## src/rtl/rx_corr_pkg.sv

```systemverilog
// Shared constants and state encoding for the rx correlation scheduler.
package rx_corr_pkg;

    localparam int unsigned SAMPLE_W        = 16;
    localparam int unsigned RESULT_W        = 17;
    localparam int unsigned DEFAULT_LAG     = 10;
    localparam int unsigned DEFAULT_TIMEOUT = 4;

    typedef enum logic [1:0] {
        StIdle    = 2'd0,
        StFill    = 2'd1,
        StRun     = 2'd2,
        StWaitBit = 2'd3
    } rx_state_e;

endpackage

```

## src/rtl/rx_sample_delay_line.sv

```systemverilog
// Shift-register delay line: tap 0 is the newest sample, tap DEPTH-1 the oldest.
module rx_sample_delay_line #(
    parameter int unsigned DEPTH = 11,
    parameter int unsigned WIDTH = 16
) (
    input  logic             crx_clk,
    input  logic             rrx_rst,
    input  logic             shift_en,
    input  logic             clear,
    input  logic [WIDTH-1:0] din,
    output logic [WIDTH-1:0] newest,
    output logic [WIDTH-1:0] oldest
);

    logic [WIDTH-1:0] taps_q [DEPTH];

    // Clear has priority over shifting so an abort never leaves stale samples behind.
    always_ff @(posedge crx_clk or posedge rrx_rst) begin
        if (rrx_rst) begin
            for (int i = 0; i < int'(DEPTH); i++) taps_q[i] <= '0;
        end else if (clear) begin
            for (int i = 0; i < int'(DEPTH); i++) taps_q[i] <= '0;
        end else if (shift_en) begin
            taps_q[0] <= din;
            for (int i = 1; i < int'(DEPTH); i++) taps_q[i] <= taps_q[i-1];
        end
    end

    assign newest = taps_q[0];
    assign oldest = taps_q[DEPTH-1];

endmodule

```

## src/rtl/rx_correlation_scheduler.sv

```systemverilog
// Feeds one rx_correlation_unit from a sample delay line and sums its per-bit
// result pairs over a window of NUM_BITS bits.
module rx_correlation_scheduler
    import rx_corr_pkg::*;
#(
    parameter int unsigned NUM_BITS = 10,
    parameter int unsigned ACC_W    = 24,
    parameter int unsigned LAG      = DEFAULT_LAG,
    parameter int unsigned TIMEOUT  = DEFAULT_TIMEOUT
) (
    input  logic                       crx_clk,
    input  logic                       rrx_rst,
    input  logic                       istart,
    input  logic                       istop,
    input  logic                       isample_valid,
    input  logic signed [SAMPLE_W-1:0] isample,
    output logic                       oen,
    output logic                       onew_sample_trig,
    output logic signed [SAMPLE_W-1:0] osample,
    output logic signed [SAMPLE_W-1:0] osample_plus_ten,
    input  logic                       ibit_ready,
    input  logic signed [RESULT_W-1:0] iresult_0,
    input  logic signed [RESULT_W-1:0] iresult_1,
    output logic                       ocorr_valid,
    output logic signed [ACC_W-1:0]    ocorr_0,
    output logic signed [ACC_W-1:0]    ocorr_1,
    output logic                       ooverrun,
    output logic                       otimeout
);

    localparam int unsigned CntW  = $clog2(NUM_BITS + 1);
    localparam int unsigned FillW = $clog2(LAG + 2);
    localparam int unsigned WaitW = $clog2(TIMEOUT + 2);

    rx_state_e               state_q;
    logic [CntW-1:0]         bit_cnt_q;
    logic [FillW-1:0]        fill_cnt_q;
    logic [WaitW-1:0]        wait_cnt_q;
    logic signed [ACC_W-1:0] acc_0_q;
    logic signed [ACC_W-1:0] acc_1_q;

    logic                    accept;
    logic                    abort;
    logic                    got_bit;
    logic                    timed_out;
    logic                    capture;
    logic                    window_end;
    logic [CntW-1:0]         bit_cnt_inc;
    logic signed [ACC_W-1:0] add_0;
    logic signed [ACC_W-1:0] add_1;
    logic signed [ACC_W-1:0] sum_0;
    logic signed [ACC_W-1:0] sum_1;

    assign accept = isample_valid && !istop && ((state_q == StFill) || (state_q == StRun));
    assign abort  = istop && (state_q != StIdle);

    // A sample arriving while the unit is still busy is dropped and flagged immediately.
    assign ooverrun = (state_q == StWaitBit) && isample_valid;

    rx_sample_delay_line #(
        .DEPTH (LAG + 1),
        .WIDTH (SAMPLE_W)
    ) u_delay_line (
        .crx_clk  (crx_clk),
        .rrx_rst  (rrx_rst),
        .shift_en (accept),
        .clear    (abort),
        .din      (isample),
        .newest   (osample_plus_ten),
        .oldest   (osample)
    );

    // Capture decision: the unit answered, or it stayed silent for TIMEOUT cycles after the
    // trigger cycle (wait_cnt_q is 0 during the trigger cycle itself).
    always_comb begin
        got_bit     = (state_q == StWaitBit) && ibit_ready;
        timed_out   = (state_q == StWaitBit) && !ibit_ready && (wait_cnt_q == WaitW'(TIMEOUT));
        capture     = got_bit || timed_out;
        bit_cnt_inc = bit_cnt_q + CntW'(1);
        window_end  = capture && (bit_cnt_inc == CntW'(NUM_BITS));
        add_0       = '0;
        add_1       = '0;
        if (got_bit) begin
            add_0 = {{(ACC_W - RESULT_W){iresult_0[RESULT_W-1]}}, iresult_0};
            add_1 = {{(ACC_W - RESULT_W){iresult_1[RESULT_W-1]}}, iresult_1};
        end
        sum_0 = acc_0_q + add_0;
        sum_1 = acc_1_q + add_1;
    end

    // Sequencer FSM with registered outputs; istop overrides everything outside IDLE.
    always_ff @(posedge crx_clk or posedge rrx_rst) begin
        if (rrx_rst) begin
            state_q          <= StIdle;
            bit_cnt_q        <= '0;
            fill_cnt_q       <= '0;
            wait_cnt_q       <= '0;
            acc_0_q          <= '0;
            acc_1_q          <= '0;
            oen              <= 1'b0;
            onew_sample_trig <= 1'b0;
            ocorr_valid      <= 1'b0;
            ocorr_0          <= '0;
            ocorr_1          <= '0;
            otimeout         <= 1'b0;
        end else begin
            onew_sample_trig <= 1'b0;
            ocorr_valid      <= 1'b0;
            if (abort) begin
                state_q    <= StIdle;
                oen        <= 1'b0;
                bit_cnt_q  <= '0;
                fill_cnt_q <= '0;
                wait_cnt_q <= '0;
                acc_0_q    <= '0;
                acc_1_q    <= '0;
            end else begin
                unique case (state_q)
                    StIdle: begin
                        if (istart && !istop) begin
                            state_q    <= StFill;
                            otimeout   <= 1'b0;
                            fill_cnt_q <= '0;
                        end
                    end
                    StFill: begin
                        if (isample_valid) begin
                            if (fill_cnt_q == FillW'(LAG)) begin
                                // Delay line now full: this sample is issued like any RUN sample.
                                state_q          <= StWaitBit;
                                oen              <= 1'b1;
                                onew_sample_trig <= 1'b1;
                                wait_cnt_q       <= '0;
                            end else begin
                                fill_cnt_q <= fill_cnt_q + FillW'(1);
                            end
                        end
                    end
                    StRun: begin
                        if (isample_valid) begin
                            state_q          <= StWaitBit;
                            onew_sample_trig <= 1'b1;
                            wait_cnt_q       <= '0;
                        end
                    end
                    StWaitBit: begin
                        if (capture) begin
                            state_q <= StRun;
                            if (timed_out) otimeout <= 1'b1;
                            if (window_end) begin
                                ocorr_0     <= sum_0;
                                ocorr_1     <= sum_1;
                                ocorr_valid <= 1'b1;
                                acc_0_q     <= '0;
                                acc_1_q     <= '0;
                                bit_cnt_q   <= '0;
                            end else begin
                                acc_0_q   <= sum_0;
                                acc_1_q   <= sum_1;
                                bit_cnt_q <= bit_cnt_inc;
                            end
                        end else begin
                            wait_cnt_q <= wait_cnt_q + WaitW'(1);
                        end
                    end
                    default: state_q <= StIdle;
                endcase
            end
        end
    end

endmodule

```

## config.mk

```make
export PLATFORM = sky130hd
export DESIGN_NAME = rx_correlation_scheduler
export DESIGN_NICKNAME = d
export VERILOG_FILES = /design/src/rtl/rx_corr_pkg.sv /design/src/rtl/rx_sample_delay_line.sv /design/src/rtl/rx_correlation_scheduler.sv
export SDC_FILE = /design/constraint.sdc
export NUM_CORES = 1
export LEC_CHECK = 0
export ABC_CLOCK_PERIOD_IN_PS = 11000
export CORE_UTILIZATION = 46
export DETAILED_ROUTE_END_ITERATION = 8
export GPL_TIMING_DRIVEN = 0
export HOLD_SLACK_MARGIN = 0.05
export PLACE_DENSITY = 0.67
export REMOVE_ABC_BUFFERS = 1
export SETUP_SLACK_MARGIN = 0.1
export SLEW_MARGIN = 5
export SYNTH_ARGS = -nofsm -noshare
export SYNTH_HDL_FRONTEND = slang
export SYNTH_SLANG_ARGS = --single-unit
```

## constraint.sdc

```tcl
create_clock -name crx_clk -period 11 [get_ports crx_clk]
set_clock_uncertainty 0.15 [all_clocks]
set_input_delay 1.65 -clock crx_clk [delete_from_list [all_inputs] [get_ports crx_clk]]
set_output_delay 1.65 -clock crx_clk [all_outputs]
set_load 0.01 [all_outputs]
```

==> results.sh, run 1 <==
export IMPL_cts_tree="done"
export IMPL_slowest_delay_ns=1.39
export IMPL_totalWireLength_mm=30.9
export IMPL_vias=11123
export IMPL_core_sq_mm=0.0306
export IMPL_min_path_type="flop to flop"
export IMPL_fin_crit_ns=5.57
export IMPL_cts_buffers=35
export IMPL_cp_max_fo=36
export IMPL_netlist_area_sq_mm=0.0143
export IMPL_crit_top_cell="buf_12"
export IMPL_power_density_mw_per_mm2=171
export IMPL_clock_sinks=289
export IMPL_crit_path_top_delay_cell="clkdlybuf4s50_1"
export IMPL_hold_viol=0
export IMPL_gp_congestion=0.870
export IMPL_io_pins=141
export IMPL_synth_area_leader_cell="dfrtp_1"
export IMPL_synthCells=1591
export IMPL_synth_top_area_share=0.506
export IMPL_post_route_util=0.560
export IMPL_cts_htree_levels=2
export IMPL_preCtsSetupSlack_ns=4.94
export IMPL_clkTransAtPathRegs_ns=0.06
export IMPL_setup_slack_ns=5.43
export IMPL_via_per_inst=5.36
export IMPL_antenna_found_initial=0
export IMPL_drive_gt1_frac=0.0625
export IMPL_fp_dieW_um=178
export IMPL_cts_buffer_depth=3
export IMPL_design_area_sq_mm=0.0171
export IMPL_synth_area_top_cells="dfrtp_1, nand2_1, a21oi_1"
export IMPL_slew_headroom=0.0757
export IMPL_crit_type="input pin to flop"
export IMPL_p_leak_nw=8.29
export IMPL_first_iter_violations=739
export IMPL_setup_viol=0
export IMPL_fin_cells=2077
export IMPL_clock_root_buffer="clkbuf_16"
export IMPL_synth_seq_cells=289
export IMPL_drc=0
export IMPL_whs_ns=0.312
export IMPL_ant_nets=0
export IMPL_fin_crit_sh=0.507
export IMPL_fmax_ghz=0.179
export IMPL_num_antenna_cells=0
export IMPL_grt_max_degree=120
export IMPL_cts_setup_buffers=0
export IMPL_die_height_um=178
export IMPL_drv_cap=0
export IMPL_run_status="finished clean"
export IMPL_syn_area_per_cell_sq_um=8.98
export IMPL_ctsResizeCount=0
export IMPL_clk_latency_ns=0.52
export IMPL_end_kind="flop"
export IMPL_rsz0062_at_grt="no"
export IMPL_io_buffers=140
export IMPL_ys_types=58
export IMPL_grt_usage=0.198
export IMPL_required_ns=11.25
export IMPL_initial_core_util=0.467
export IMPL_worstPathArrival_ns=5.82
export IMPL_synth_edf_count=0
export IMPL_seq_area_frac_synth=0.506
export IMPL_nNetsFinal=1774
export IMPL_first_global_vias=10316
export IMPL_ys_async_sr_fraction=1.00
export IMPL_num_rows=64
export IMPL_startpoint_type="input pin"
export IMPL_tightest_slew_ns=1.38
export IMPL_cp_cell_sequence="clkdlybuf4s50_1 > a21oi_1 > nand2b_1 > nor3_1 > nand3_2 > buf_12 > inv_2 > buf_12 > mux2_2"
export IMPL_dr_pass1_iters=7
export IMPL_overflow=0
export IMPL_postCtsHoldBufs=0
export IMPL_area_growth_synth_to_final_pct=19.8
export IMPL_synth_ff_type="dfrtp_1"
export IMPL_yosys_warnings=0
export IMPL_dpl_cell_count=2018
export IMPL_avgRoutedWirePerCell_um=14.9
export IMPL_drv_slew=0
export IMPL_grt_pass1_wl_mm=52.0
export IMPL_fp_dieArea_sq_mm=0.0318
export IMPL_placedInstanceArea_sq_mm=0.0160
export IMPL_ir_drop_mv=0.128
export IMPL_post_dp_hpwl_mm=19.5
power by group:
| group | internal (mW) | leakage (nW) | total [mW] | switching, mW |
|---|---|---|---|---|
| combinational | 0.231 | 3.73 | 0.668 | 0.437 |
| sequential | 1.12 | 4.02 | 1.15 | 0.0375 |
| clock | 0.667 | 0.538 | 1.11 | 0.445 |
| total | 2.02 | 8.29 | 2.93 | 0.919 |
logic make-up after synthesis:
group                      count (synthesis)  share of synthesized area
and+or+nand+nor                          714                      0.212
xor gates and xnor gates                  42                     0.0258
buffers and inverters                    153                     0.0497
AOI/OAI and AO/OA                        311                      0.136
muxes                                     23                     0.0175
adders and majority gates                 59                     0.0527
DFF                                      289                      0.506
registers in the layout, indices dropped and copies added (netlist names), 2 cells and up:
register and count:
u_delay_line.oldest 16, acc_1_q 24, u_delay_line.newest 16, ocorr_1 24, acc_0_q 24, bit_cnt_q 4
wait_cnt_q 3, ocorr_0 24, fill_cnt_q 4, state_q 2, u_delay_line.taps_q 144
cells in the mapped netlist (7+ instances only):
cell,instances
a21o_1,15
a21oi_1,149
a22o_1,41
a31oi_1,12
and3_1,39
buf_2,9
buf_4,33
clkbuf_1,78
dfrtp_1,289
ha_1,57
inv_1,27
mux2_2,16
mux2i_1,7
nand2_1,486
nand2b_1,8
nand3_1,85
nor2_1,51
nor2b_1,13
nor3_1,9
o21ai_0,37
xnor2_1,28
xor2_1,14
final timing paths:
path,startpoint,cells after the start,end,slack (ns)
worst max-delay path,ibit_ready,9,ocorr_0[8],5.43
worst min-delay path,u_delay_line.taps_q[159],2,u_delay_line.taps_q[143],0.31
worst max register to register,state_q[0],12,ocorr_0[23],7.01
worst min register to register,u_delay_line.taps_q[159],2,u_delay_line.taps_q[143],0.31
max in group asynchronous,rrx_rst,4,u_delay_line.taps_q[81],7.84
min in group asynchronous,rrx_rst,2,acc_1_q[21],1.41
per-layer routing:
| metal | vias up | track usage | share of wire |
|---|---|---|---|
| met5 | - | 0 | 0 |
| met1 | 5386 | 0.291 | 0.49 |
| met3 | 48 | 0.0301 | 0.040 |
| met2 | 202 | 0.307 | 0.45 |
| met4 | 0 | 0.0491 | 0.018 |
| li1 | 5487 | - | - |
through the flow:
stage | TNS, ns | total power [mW]
2_1_floorplan | 0 | 1.54
3_3_place_gp | -993.80 | 1.76
3_5_place_dp | 0 | 1.84
4_1_cts | 0 | 2.97
5_1_grt | 0 | 3.09
6_report | 0 | 2.93
cells in the final DEF, fill, tap and decap left out, types with 9 or more instances in the layout:
master	netlist	final
a21o_1	15	15
a21oi_1	149	149
a22o_1	41	41
a31oi_1	12	12
and3_1	39	39
clkbuf_1	78	12
clkbuf_16	0	35
clkdlybuf4s50_1	0	140
dfrtp_1	289	289
ha_1	57	56
inv_1	27	25
mux2_2	16	16
nand2_1	486	486
nand3_1	85	84
nor2_1	51	49
nor2b_1	13	12
nor3_1	9	9
o21ai_0	37	37
xnor2_1	28	28
xor2_1	14	14
worst max-delay path: cells and delay by family:
family	cells	cell delay (ns)
AND/OR/NAND/NOR	3	1.16
multiplexers	1	0.37
buffers and inverters	4	2.21
AO/OA/AOI/OAI	1	0.33
area by class of cell:
class | count | area (sq um)
fill | 2766 | 13500
tap | 396 | 495
timing repair buffer | 157 | 1790
clock buffer | 51 | 976
inverter | 27 | 109
sequential | 289 | 7230
clock inverter | 8 | 124
multi-input combinational | 1149 | 6390
Power figures use the tool's default switching activity.
==> run 2: changes to the inputs <==
--- a/config.mk
+++ b/config.mk
@@ -5,12 +5,12 @@
 export SDC_FILE = /design/constraint.sdc
 export NUM_CORES = 1
 export LEC_CHECK = 0
-export ABC_CLOCK_PERIOD_IN_PS = 11000
+export ABC_CLOCK_PERIOD_IN_PS = 4600
 export CORE_UTILIZATION = 46
 export DETAILED_ROUTE_END_ITERATION = 8
 export GPL_TIMING_DRIVEN = 0
 export HOLD_SLACK_MARGIN = 0.05
-export PLACE_DENSITY = 0.67
+export PLACE_DENSITY = 0.69
 export REMOVE_ABC_BUFFERS = 1
 export SETUP_SLACK_MARGIN = 0.1
 export SLEW_MARGIN = 5
==> constraint.sdc (replaced) <==
create_clock -name crx_clk -period 4.6 [get_ports crx_clk]
set_clock_uncertainty 0.15 [all_clocks]
set_input_delay 0.69 -clock crx_clk [delete_from_list [all_inputs] [get_ports crx_clk]]
set_output_delay 0.69 -clock crx_clk [all_outputs]
set_load 0.01 [all_outputs]
==> run 2 against run 1 <==
Effect of this change: final cell count decreased by 0.14%; first-iteration DRC count up 1.5%; flip-flop and latch count is the same; via count up 0.25%; highest routed layer unchanged.
==> results.sh, run 2 (synthesis results as in run 1) <==
export IMPL_placedInstanceArea_sq_mm=0.0160
export IMPL_grt_pass1_wl_mm=51.6
export IMPL_cts_buffer_depth=3
export IMPL_drc=0
export IMPL_rsz0062_at_grt="no"
export IMPL_num_rows=64
export IMPL_fin_crit_ns=4.02
export IMPL_slowest_delay_ns=0.82
export IMPL_nNetsFinal=1769
export IMPL_first_global_vias=10482
export IMPL_drv_cap=0
export IMPL_pwr_share_seq=0.404
export IMPL_crit_path_top_delay_cell="ha_2"
export IMPL_maxUsedRoutingLayer="met4"
export IMPL_layout_commonest_cell="nand2_1"
export IMPL_p_leak_nw=8.24
export IMPL_first_iter_violations=750
export IMPL_core_sq_mm=0.0306
export IMPL_grt_usage=0.195
export IMPL_cts_htree_levels=1
export IMPL_fmax_ghz=0.249
export IMPL_num_antenna_cells=0
export IMPL_fin_crit_sh=0.873
export IMPL_ctsResizeCount=0
export IMPL_cp_max_fo=44
export IMPL_cts_tree="done"
export IMPL_required_ns=4.89
export IMPL_power_switching_mw=2.13
export IMPL_largest_reg_flops=144
export IMPL_multi_input_area_sq_mm=0.00639
export IMPL_tightest_slew_ns=0.931
export IMPL_post_dp_hpwl_mm=19.5
export IMPL_clkTransAtPathRegs_ns=0.06
export IMPL_clock_root_buffer="clkbuf_16"
export IMPL_crit_type="flop to flop"
export IMPL_drv_slew=0
export IMPL_path_delay_family="adder cells"
export IMPL_fp_dieW_um=178
export IMPL_fill_cells=2776
export IMPL_seqCellArea_sq_mm=0.00723
export IMPL_via_per_inst=5.38
export IMPL_dr_pass1_iters=7
export IMPL_worst_path_buf_inv=0
export IMPL_wl_met2_mm=14.4
export IMPL_preCtsSetupSlack_ns=-0.341
export IMPL_antenna_found_initial=0
export IMPL_hold_viol=0
export IMPL_area_growth_synth_to_final_pct=19.1
export IMPL_clock_sinks=289
export IMPL_postCtsHoldBufs=0
export IMPL_run_status="finished clean"
export IMPL_clk_latency_ns=0.56
export IMPL_setup_slack_ns=0.585
export IMPL_worstPathArrival_ns=4.30
export IMPL_fp_dieArea_sq_mm=0.0318
export IMPL_p_int_mw=4.70
export IMPL_setup_viol=0
export IMPL_vias=11151
export IMPL_initial_core_util=0.467
export IMPL_slew_headroom=0.379
export IMPL_design_area_sq_mm=0.0170
export IMPL_end_kind="flop"
export IMPL_startpoint_type="flop"
export IMPL_ir_drop_mv=0.299
export IMPL_wl_met3_mm=1.11
export IMPL_switching_share=0.312
export IMPL_io_pins=141
export IMPL_r2r_setup_slack_ns=0.58
export IMPL_cp_cell_sequence="ha_2 > and3_1 > ha_1 > fa_1 > a21o_1 > a21oi_2 > o21ai_2 > or3b_1 > a311oi_2 > a31oi_1 > xnor2_1 > mux2_2"
export IMPL_drive_gt1_frac=0.0650
export IMPL_power_density_mw_per_mm2=402
export IMPL_grt_max_degree=116
export IMPL_cts_buffers=31
export IMPL_die_height_um=178
export IMPL_io_buffers=140
export IMPL_overflow=0
export IMPL_ant_nets=0
export IMPL_drt_met1_wl_mm=14.5
export IMPL_totalWireLength_mm=30.6
export IMPL_pwr_share_comb=0.228
export IMPL_min_path_type="flop to flop"
export IMPL_gp_congestion=0.876
export IMPL_cts_setup_buffers=0
export IMPL_avgRoutedWirePerCell_um=14.8
export IMPL_post_route_util=0.556
export IMPL_final_cell_mix="nand2_1, dfrtp_1, a21oi_1"
export IMPL_p_clk_frac=0.368
export IMPL_largest_register="u_delay_line.taps_q"
## run 2: per-layer routing
layer / vias to the layer above / track usage
met5: - / 0
met4: 0 / 0.0484
met3: 42 / 0.0232
met2: 198 / 0.313
met1: 5433 / 0.281
li1: 5478 / -
## run 2: power groups by stage
| stage | clock, mW | sequential, mW | combinational, mW |
|---|---|---|---|
| floorplan | 0 | 2.81 | 0.879 |
| global placement | 0 | 2.80 | 1.39 |
| detailed placement | 0 | 2.80 | 1.57 |
| CTS | 2.59 | 2.76 | 1.57 |
| global route | 2.68 | 2.77 | 1.73 |
| finish | 2.51 | 2.76 | 1.56 |
## run 2: layout make-up
cell class | instances | area share
clock inverters | 10 | 0.00662
flip-flops and latches | 289 | 0.425
clock buffers | 47 | 0.0550
inverters | 27 | 0.00640
well taps | 396 | 0.0291
multi-input cells | 1149 | 0.375
repair buffers | 156 | 0.102
## run 2: final timing paths
kind / from / endpoint / cells past startpoint
worst min register to register: u_delay_line.taps_q[25] / u_delay_line.oldest[9] / 2
worst max register to register: state_q[1] / ocorr_0[16] / 12
max in group asynchronous: rrx_rst / acc_0_q[10] / 4
worst max-delay path: state_q[1] / ocorr_0[16] / 12
worst min-delay path: u_delay_line.taps_q[25] / u_delay_line.oldest[9] / 2
min in group asynchronous: rrx_rst / ocorr_valid / 2
## run 2: worst register-to-register path: stages (launching register included)
cell and delay, ns:
dfrtp_1 0.41, ha_2 0.82, and3_1 0.28, ha_1 0.23, fa_1 0.25, a21o_1 0.16, a21oi_2 0.09, o21ai_2 0.15
or3b_1 0.41, a311oi_2 0.37, a31oi_1 0.16, xnor2_1 0.17, mux2_2 0.27
## run 2: stage by stage
stage | power (mW) | hold slack (ns) | setup TNS (ns) | instances
global route | 7.18 | 0.326 | 0 | 2074
floorplan | 3.69 | 0.288 | -1741.39 | 1465
CTS | 6.92 | 0.314 | 0 | 2074
finish | 6.83 | 0.309 | 0 | 2074
detailed placement | 4.37 | 0.298 | -5.08 | 2017
global placement | 4.19 | 0.296 | -4007.84 | 2001
